$ cat src/rtl/soc_decerr_slave.sv
// soc_decerr_slave: default AXI4 slave for unmapped addresses.
// Every write gets a DECERR B response and every read gets DECERR R beats.
// The write and read channels are independent, and each holds one burst at a time.
// Optional build macro: DECERR_SLAVE_LOG_EN adds an error counter and a last-address log.
//
// Handshake rule on every channel: a transfer happens on a rising clock edge
// where valid and ready are both 1. A valid output stays high, with stable
// payload, until that transfer. Ready outputs come only from FSM state and
// never depend on the matching valid input.
module soc_decerr_slave #(
  parameter int                   IdWidth   = 5,
  parameter int                   DataWidth = 64,
  parameter logic [DataWidth-1:0] RespData  = 64'hDEC0_DEC0_DEC0_DEC0
) (
  input  logic                 clk_i,
  input  logic                 rst_i,
  // write address
  input  logic                 aw_valid_i,
  output logic                 aw_ready_o,
  input  logic [IdWidth-1:0]   aw_id_i,
  input  logic [63:0]          aw_addr_i,
  input  logic [7:0]           aw_len_i,
  // write data
  input  logic                 w_valid_i,
  output logic                 w_ready_o,
  input  logic                 w_last_i,
  // write response
  output logic                 b_valid_o,
  input  logic                 b_ready_i,
  output logic [IdWidth-1:0]   b_id_o,
  output logic [1:0]           b_resp_o,
  // read address
  input  logic                 ar_valid_i,
  output logic                 ar_ready_o,
  input  logic [IdWidth-1:0]   ar_id_i,
  input  logic [63:0]          ar_addr_i,
  input  logic [7:0]           ar_len_i,
  // read data
  output logic                 r_valid_o,
  input  logic                 r_ready_i,
  output logic [IdWidth-1:0]   r_id_o,
  output logic [DataWidth-1:0] r_data_o,
  output logic [1:0]           r_resp_o,
  output logic                 r_last_o,
`ifdef DECERR_SLAVE_LOG_EN
  output logic [31:0]          err_cnt_o,
  output logic [63:0]          err_addr_o,
`endif
  // debug view of the FSM states
  output logic [1:0]           dbg_w_state_o,
  output logic                 dbg_r_state_o
);

  localparam logic [1:0] RespDecerr = 2'b11;

  typedef enum logic [1:0] {W_IDLE = 2'd0, W_DATA = 2'd1, W_RESP = 2'd2} w_state_e;
  typedef enum logic {R_IDLE = 1'b0, R_DATA = 1'b1} r_state_e;

  w_state_e             w_state_q, w_state_d;
  r_state_e             r_state_q, r_state_d;
  logic [IdWidth-1:0]   w_id_q, r_id_q;
  logic [7:0]           cnt_q, len_q;
  logic                 aw_hs, w_hs, b_hs, ar_hs, r_hs;

  assign aw_hs = aw_valid_i & aw_ready_o;
  assign w_hs  = w_valid_i & w_ready_o;
  assign b_hs  = b_valid_o & b_ready_i;
  assign ar_hs = ar_valid_i & ar_ready_o;
  assign r_hs  = r_valid_o & r_ready_i;

  assign b_id_o        = w_id_q;
  assign b_resp_o      = RespDecerr;
  assign r_id_o        = r_id_q;
  assign r_data_o      = RespData;
  assign r_resp_o      = RespDecerr;
  assign dbg_w_state_o = w_state_q;
  assign dbg_r_state_o = r_state_q;

  // Write FSM state register. The ID is captured on AW acceptance.
  always_ff @(posedge clk_i or posedge rst_i) begin
    if (rst_i) begin
      w_state_q <= W_IDLE;
      w_id_q    <= '0;
    end else begin
      w_state_q <= w_state_d;
      if (aw_hs) w_id_q <= aw_id_i;
    end
  end

  // Write FSM next state and channel readies/valids.
  always_comb begin
    w_state_d  = w_state_q;
    aw_ready_o = 1'b0;
    w_ready_o  = 1'b0;
    b_valid_o  = 1'b0;
    case (w_state_q)
      W_IDLE: begin
        aw_ready_o = 1'b1;
        if (aw_valid_i) w_state_d = W_DATA;
      end
      W_DATA: begin
        w_ready_o = 1'b1;
        if (w_valid_i && w_last_i) w_state_d = W_RESP;
      end
      W_RESP: begin
        b_valid_o = 1'b1;
        if (b_ready_i) w_state_d = W_IDLE;
      end
      default: w_state_d = W_IDLE;
    endcase
  end

  // Read FSM state register, ID and burst length capture, and beat counter.
  // The counter stops on the last beat, so a 256-beat burst never wraps it.
  always_ff @(posedge clk_i or posedge rst_i) begin
    if (rst_i) begin
      r_state_q <= R_IDLE;
      r_id_q    <= '0;
      cnt_q     <= '0;
      len_q     <= '0;
    end else begin
      r_state_q <= r_state_d;
      if (ar_hs) begin
        r_id_q <= ar_id_i;
        cnt_q  <= '0;
        len_q  <= ar_len_i;
      end else if (r_hs && !r_last_o) begin
        cnt_q <= cnt_q + 8'd1;
      end
    end
  end

  // Read FSM next state, readies/valids, and the last-beat flag.
  always_comb begin
    r_state_d  = r_state_q;
    ar_ready_o = 1'b0;
    r_valid_o  = 1'b0;
    r_last_o   = 1'b0;
    case (r_state_q)
      R_IDLE: begin
        ar_ready_o = 1'b1;
        if (ar_valid_i) r_state_d = R_DATA;
      end
      R_DATA: begin
        r_valid_o = 1'b1;
        r_last_o  = (cnt_q == len_q);
        if (r_ready_i && r_last_o) r_state_d = R_IDLE;
      end
      default: r_state_d = R_IDLE;
    endcase
  end

`ifdef DECERR_SLAVE_LOG_EN
  logic [32:0] cnt_sum;
  assign cnt_sum = {1'b0, err_cnt_o} + {32'd0, aw_hs} + {32'd0, ar_hs};

  // Error log: count accepted requests with saturation and keep the latest address.
  // When AW and AR arrive together, the AW address is the one kept.
  always_ff @(posedge clk_i or posedge rst_i) begin
    if (rst_i) begin
      err_cnt_o  <= '0;
      err_addr_o <= '0;
    end else begin
      err_cnt_o <= cnt_sum[32] ? 32'hFFFF_FFFF : cnt_sum[31:0];
      if (aw_hs)      err_addr_o <= aw_addr_i;
      else if (ar_hs) err_addr_o <= ar_addr_i;
    end
  end

  logic unused_inputs;
  assign unused_inputs = ^{aw_len_i, w_hs, b_hs};
`else
  logic unused_inputs;
  assign unused_inputs = ^{aw_len_i, aw_addr_i, ar_addr_i, w_hs, b_hs};
`endif

endmodule

$ cat config.mk
export PLATFORM = sky130hd
export DESIGN_NAME = soc_decerr_slave
export DESIGN_NICKNAME = d
export VERILOG_FILES = /design/src/rtl/soc_decerr_slave.sv
export SDC_FILE = /design/constraint.sdc
export NUM_CORES = 1
export LEC_CHECK = 0
export ABC_AREA = 0
export CAP_MARGIN = 20
export CORE_MARGIN = 8
export CORE_UTILIZATION = 25
export DETAILED_ROUTE_END_ITERATION = 8
export GPL_ROUTABILITY_DRIVEN = 0
export MAX_ROUTING_LAYER = met4
export PLACE_DENSITY = 0.81
export SYNTH_ARGS = -nofsm -noshare
export SYNTH_HDL_FRONTEND = slang
export SYNTH_SLANG_ARGS = --single-unit
export TNS_END_PERCENT = 100
$ cat constraint.sdc
create_clock -name clk_i -period 1.95 [get_ports clk_i]
set_clock_uncertainty 0.2 [all_clocks]
set_input_delay 0.39 -clock clk_i [delete_from_list [all_inputs] [get_ports clk_i]]
set_output_delay 0.39 -clock clk_i [all_outputs]
set_load 0.05 [all_outputs]
Yosys cells after proc, flatten, opt, wreduce, memory -nomap -nowiden
Cells that the tools add are included.
W data, S select, Z words.
{ "word_totals": {"register_bits": 29, "in_bits": 162, "output_inout_bits": 87, "elab_cells": 39} }
{ "classes": {"n_addsub": 1, "n_eq_ne": 6, "n_mux": 15, "bitwise_logic": 4, "reduce_logical": 7} }
{ "op_table": {"columns": ["cell", "n"], "rows": [
  ["$mux W8", 2],
  ["$add A8 B1 Y8 const B", 1],
  ["$eq A8 B8 Y1", 1],
  ["$mux W1", 8],
  ["$mux W2", 3],
  ["$ne A2 B2 Y1 const B", 3],
  ["$pmux W2 S3", 1],
  ["$and A1 B1 Y1", 3],
  ["$logic_and A1 B1 Y1", 3],
  ["$reduce_and A3 Y1", 1],
  ["$eq A2 B1 Y1 const B", 1],
  ["$eq A2 B2 Y1 const B", 1],
  ["$logic_not A2 Y1", 1],
  ["$pmux W1 S2", 1],
  ["$reduce_bool A2 Y1", 1],
  ["$logic_not A1 Y1", 1],
  ["$not A1 Y1", 1]
]} }

Depth between registers and ports, before layout
{ "logic_depth": {"word_depth": 6, "mapped_depth": 6} }

Worst setup path before layout
OpenSTA, ideal clock, no wires.
{ "synth_path": {"path_type": "register -> register", "from": "reg w_state_q[0], in the netlist dbg_w_state_o[0]", "to": "reg w_id_q[0], in the netlist b_id_o[0]", "setup_ps": 125, "arrival_time_ps": 2108, "required_time_ps": 1625, "setup_slack_ps": -483, "stages_incl_launch_ff": 5, "path_cell_list": "dfrtp_1 > nor2_1 > and2_1 > clkbuf_1 > mux2_2"} }
{ "synth_between": {"elab_chain_len": 3} }
{ "synth_rtl": {"columns": ["element", "line", "text"], "rows": [
  ["start, declared", "59", "w_state_e w_state_q, w_state_d;"],
  ["start signal, assigned", "85", "w_state_q <= w_state_d;"],
  ["$logic_not A2 Y1", "96", "case (w_state_q)"],
  ["$mux W1", "96", null],
  ["named net aw_ready_o", "19", "output logic aw_ready_o,"],
  ["$and A1 B1 Y1", "65", "assign aw_hs = aw_valid_i & aw_ready_o;"],
  ["end signal, assigned", "86", "if (aw_hs) w_id_q <= aw_id_i;"],
  ["end, declared", "61", "logic [IdWidth-1:0] w_id_q, r_id_q;"]
]} }
The timed path passes the listed nets, and every way through them passes these cells.
A chain may end at the register's enable or synchronous reset.

Final worst setup path
{ "layout_path": {"from": "reg len_q[2]", "to": "out r_last_o"} }
{ "layout_between": {"elab_chain_len": 2} }
{ "layout_rtl": {"columns": ["element", "line", "text"], "rows": [
  ["start, declared", "62", "logic [7:0] cnt_q, len_q;"],
  ["start signal, assigned", "126", "len_q <= ar_len_i;"],
  ["$eq A8 B8 Y1", "146", "r_last_o = (cnt_q == len_q);"],
  ["$mux W1", "139", "case (r_state_q)"],
  ["end, declared", "44", "output logic r_last_o,"]
]} }
Every way passes these cells.

==> run_results.csv <==
group,metric,value,unit
synth,synth_edf_count,0,
synth,synthTopCellsByArea,"dfrtp_1, buf_4, nand2_1",
power_and_ir_drop,switchingPower,0.001767,W
die,die_area,0.01044,mm^2
worst_hold_path,hold_path_class,"reg2reg",
global_routing,gr-total-overflow,0,
worst_setup_path,cp.arrival,1.62,ns
cells_and_area,final_cells,370,
cells_and_area,final_layout_size_suffix_gt1_share,23.99,%
power_and_ir_drop,combPwrFrac,58.2,%
die,ios,249,
clock_network,clk_latency,0.27,ns
synth,synth_area_leader_cell,"dfrtp_1",
worst_setup_path,crit_type,"reg2out",
global_routing,grt_pass1_vias,1399,
cells_and_area,diodes,0,
global_routing,antenna_found_initial,0,
synth,synth_cell_types,26,
timing,max_freq,451.9,MHz
die,start_util,25.74,%
cells_and_area,nFillCells,762,
cells_and_area,synthToLayoutAreaGrowth,31.47,%
drt,firstDrtPassIters,4,
cells_and_area,fin_nets,433,
drt,ant_nets,0,
power_and_ir_drop,power_density,1494,mW/mm^2
drt,avgRoutedWirePerCell,11.61,um
power_and_ir_drop,p_sw_share,48.44,%
clock_network,clock_path_buffers,2,
die,row_count,31,
cells_and_area,multiInputGateArea,874.6,um^2
timing,drv_slew,0,
placed_design,pre_cts_slack,-0.05726,ns
synth,ys_seq_elements,29,
status,violations,"setup timing",
placed_design,hpwl,3497,um
global_routing,grt_pass1_wl,6403,um
die,die_w,102.2,um
drt,vias,1336,
placed_design,portBuffers,44,
worst_setup_path,start_kind,"flop",
worst_setup_path,cp.required,1.36,ns
timing,rsz0062_at_grt,"true",
clock_network,cts_tree,"done",
cells_and_area,register_area,729.5,um^2
synth,synth_warnings,0,
synth,synth_ff_type,"dfrtp_1",
clock_network,cts.hold.buffers_added,0,
power_and_ir_drop,intPower,0.001881,W
power_and_ir_drop,ir_drop,0.0008229,V
clock_network,htree_num_levels,2,
synth,syn-cell-area,0.001857,mm^2
timing,min_period_over_period,113.5,%
timing,worst_slack,-0.2626,ns
global_routing,track_usage,7.847,%
clock_network,cts_sinks,29,
power_and_ir_drop,power_frac_clock,12.9,%
placed_design,dp_cells,358,
clock_network,path_clk_slew,0.06,ns
worst_setup_path,crit_path_max_fanout,2,
cells_and_area,fin_util,33.84,%
global_routing,grt_max_degree,30,
clock_network,root_buffer,"clkbuf_8",
power_and_ir_drop,p_leak,1.265,nW
synth,netlist_instances,210,
synth,syn_avg_cell_area,8.842,um^2
run,max_cap_violations,0,
worst_setup_path,end_kind,"output pin",
synth,yosysSeqAreaShare,39.08,%
drt,drt_iter0_markers,37,
drt,drc,0,
clock_network,cts_inserted_buffers,5,
timing,setup_violations,2,
drt,vias_per_cell,3.611,
timing,period_needed,2.213,ns
synth,synthArstFlopShare,100.0,%
power_and_ir_drop,pwr-share-seq,28.8,%
synth,synth_top_area_share,39.08,%
status,run_status,"finished with violations",
die,die_height,102.2,um
drt,wirelength,4297,um
die,core-area,0.007214,mm^2
timing,finalHoldViolCount,0,
==> state kept, by name, summed over array words and instances (netlist names) <==
signal / count
b_id_o: 5
len_q: 8
dbg_r_state_o: 1
cnt_q: 8
dbg_w_state_o: 2
r_id_o: 5
==> synthesized netlist by cell type, types with 2 or more instances <==
library cell  count
mux2i_1           4
nand2_1          54
and2_1            2
nor2_1            7
conb_1            2
inv_1             3
a31o_2            2
a21oi_1           3
nand3_1           2
dfrtp_1          29
mux2_2            5
clkbuf_1          4
xor2_1            8
nor2b_1           3
nor4_2            2
buf_4            69
and3_1            2
==> kinds of logic (layout without fill, tap and decap cells) <==
family | count (synthesis) | after routing | synth area share [%]
mux | 10 | 10 | 5.795
fa+ha+maj | 1 | 1 | 0.6737
other cells | 2 | 68 | 0.4045
xor+xnor | 8 | 8 | 3.774
flops | 29 | 29 | 39.08
compound gates | 10 | 10 | 3.774
buf+inv | 77 | 72 | 29.58
simple gates | 73 | 73 | 16.91
==> critical path, cell delays in order, from the launching register on <==
cell,delay (ns)
dfrtp_1,0.39
xor2_1,0.18
nor4_2,0.29
buf_4,0.17
and3_4,0.19
buf_12,0.13
==> final cells by class <==
cell class	count	area share [%]
multi-input combinational	170	35.83
clock inverter	3	0.7176
inverter	3	0.6151
sequential	29	29.88
tap	99	5.074
clock buffer	5	2.819
timing repair buffer	61	25.06
==> cell usage in the layout, fill, tap and decap left out, drive strengths merged, types with 3 or more instances in the layout <==
cell type	netlist	final
buf	70	36
dfrtp	29	29
xor2	8	8
clkdlybuf4s50	0	25
mux2i	4	4
clkbuf	4	5
nor2	7	7
nor2b	3	3
mux2	6	6
conb	2	68
a21oi	3	3
nand2	54	54
==> stage by stage <==
| stage | power (W) | hold WS (ns) | setup TNS (ns) | instance area, um^2 |
|---|---|---|---|---|
| final | 0.003647 | 0.2758 | -0.3078 | 2441 |
| after CTS | 0.003587 | 0.2837 | -0.2887 | 2385 |
| after global routing | 0.003890 | 0.3164 | -0.4053 | 2441 |
| after global placement | 0.003016 | 0.2622 | -0.02120 | 2287 |
| after detailed placement | 0.003072 | 0.2672 | -0.1067 | 2287 |
| after floorplan | 0.002498 | 0.2652 | 0 | 2126 |
==> path summary, 6_finish.rpt <==
path	start	end	slack [ns]	cells after the start
setup / recovery	len_q[2]$_DFFE_PP0P_	r_last_o	-0.26	5
max in group asynchronous	rst_i	dbg_r_state_o$_DFF_PP0_	0.97	3
hold reg to reg	r_id_o[3]$_DFFE_PP0P_	r_id_o[3]$_DFFE_PP0P_	0.28	2
hold / removal	r_id_o[3]$_DFFE_PP0P_	r_id_o[3]$_DFFE_PP0P_	0.28	2
min in group asynchronous	rst_i	b_id_o[0]$_DFFE_PP0P_	0.29	3
setup reg to reg	len_q[2]$_DFFE_PP0P_	cnt_q[4]$_DFFE_PP0P_	-0.05	7
==> power by group through the flow <==
stage	Clock, W	Sequential, W	Combinational [W]
6_report	0.000471	0.00105	0.00212
4_1_cts	0.000488	0.00105	0.00205
5_1_grt	0.000532	0.00109	0.00227
3_3_place_gp	0	0.00105	0.00197
3_5_place_dp	0	0.00107	0.00201
2_1_floorplan	0	0.00147	0.00103
==> metal layers <==
layer  up-vias  global-route usage [%]  part of all wire (%)
met1       608                   10.18                    43
met3         2                   3.134                    11
met4         0                   1.016                 0.093
met5         -                       -                     0
met2        85                   11.44                    45
li1        641                       -                     -
==> timing repair <==
item / 4_1_cts / 5_1_grt
resized for setup: 1 / 7
pin swaps: 1 / 6
buffers inserted: 1 / 3
endpoints found under the hold margin: 0 / 0
endpoints found under the setup margin: 2 / 6
Power figures use the tool's default switching activity.
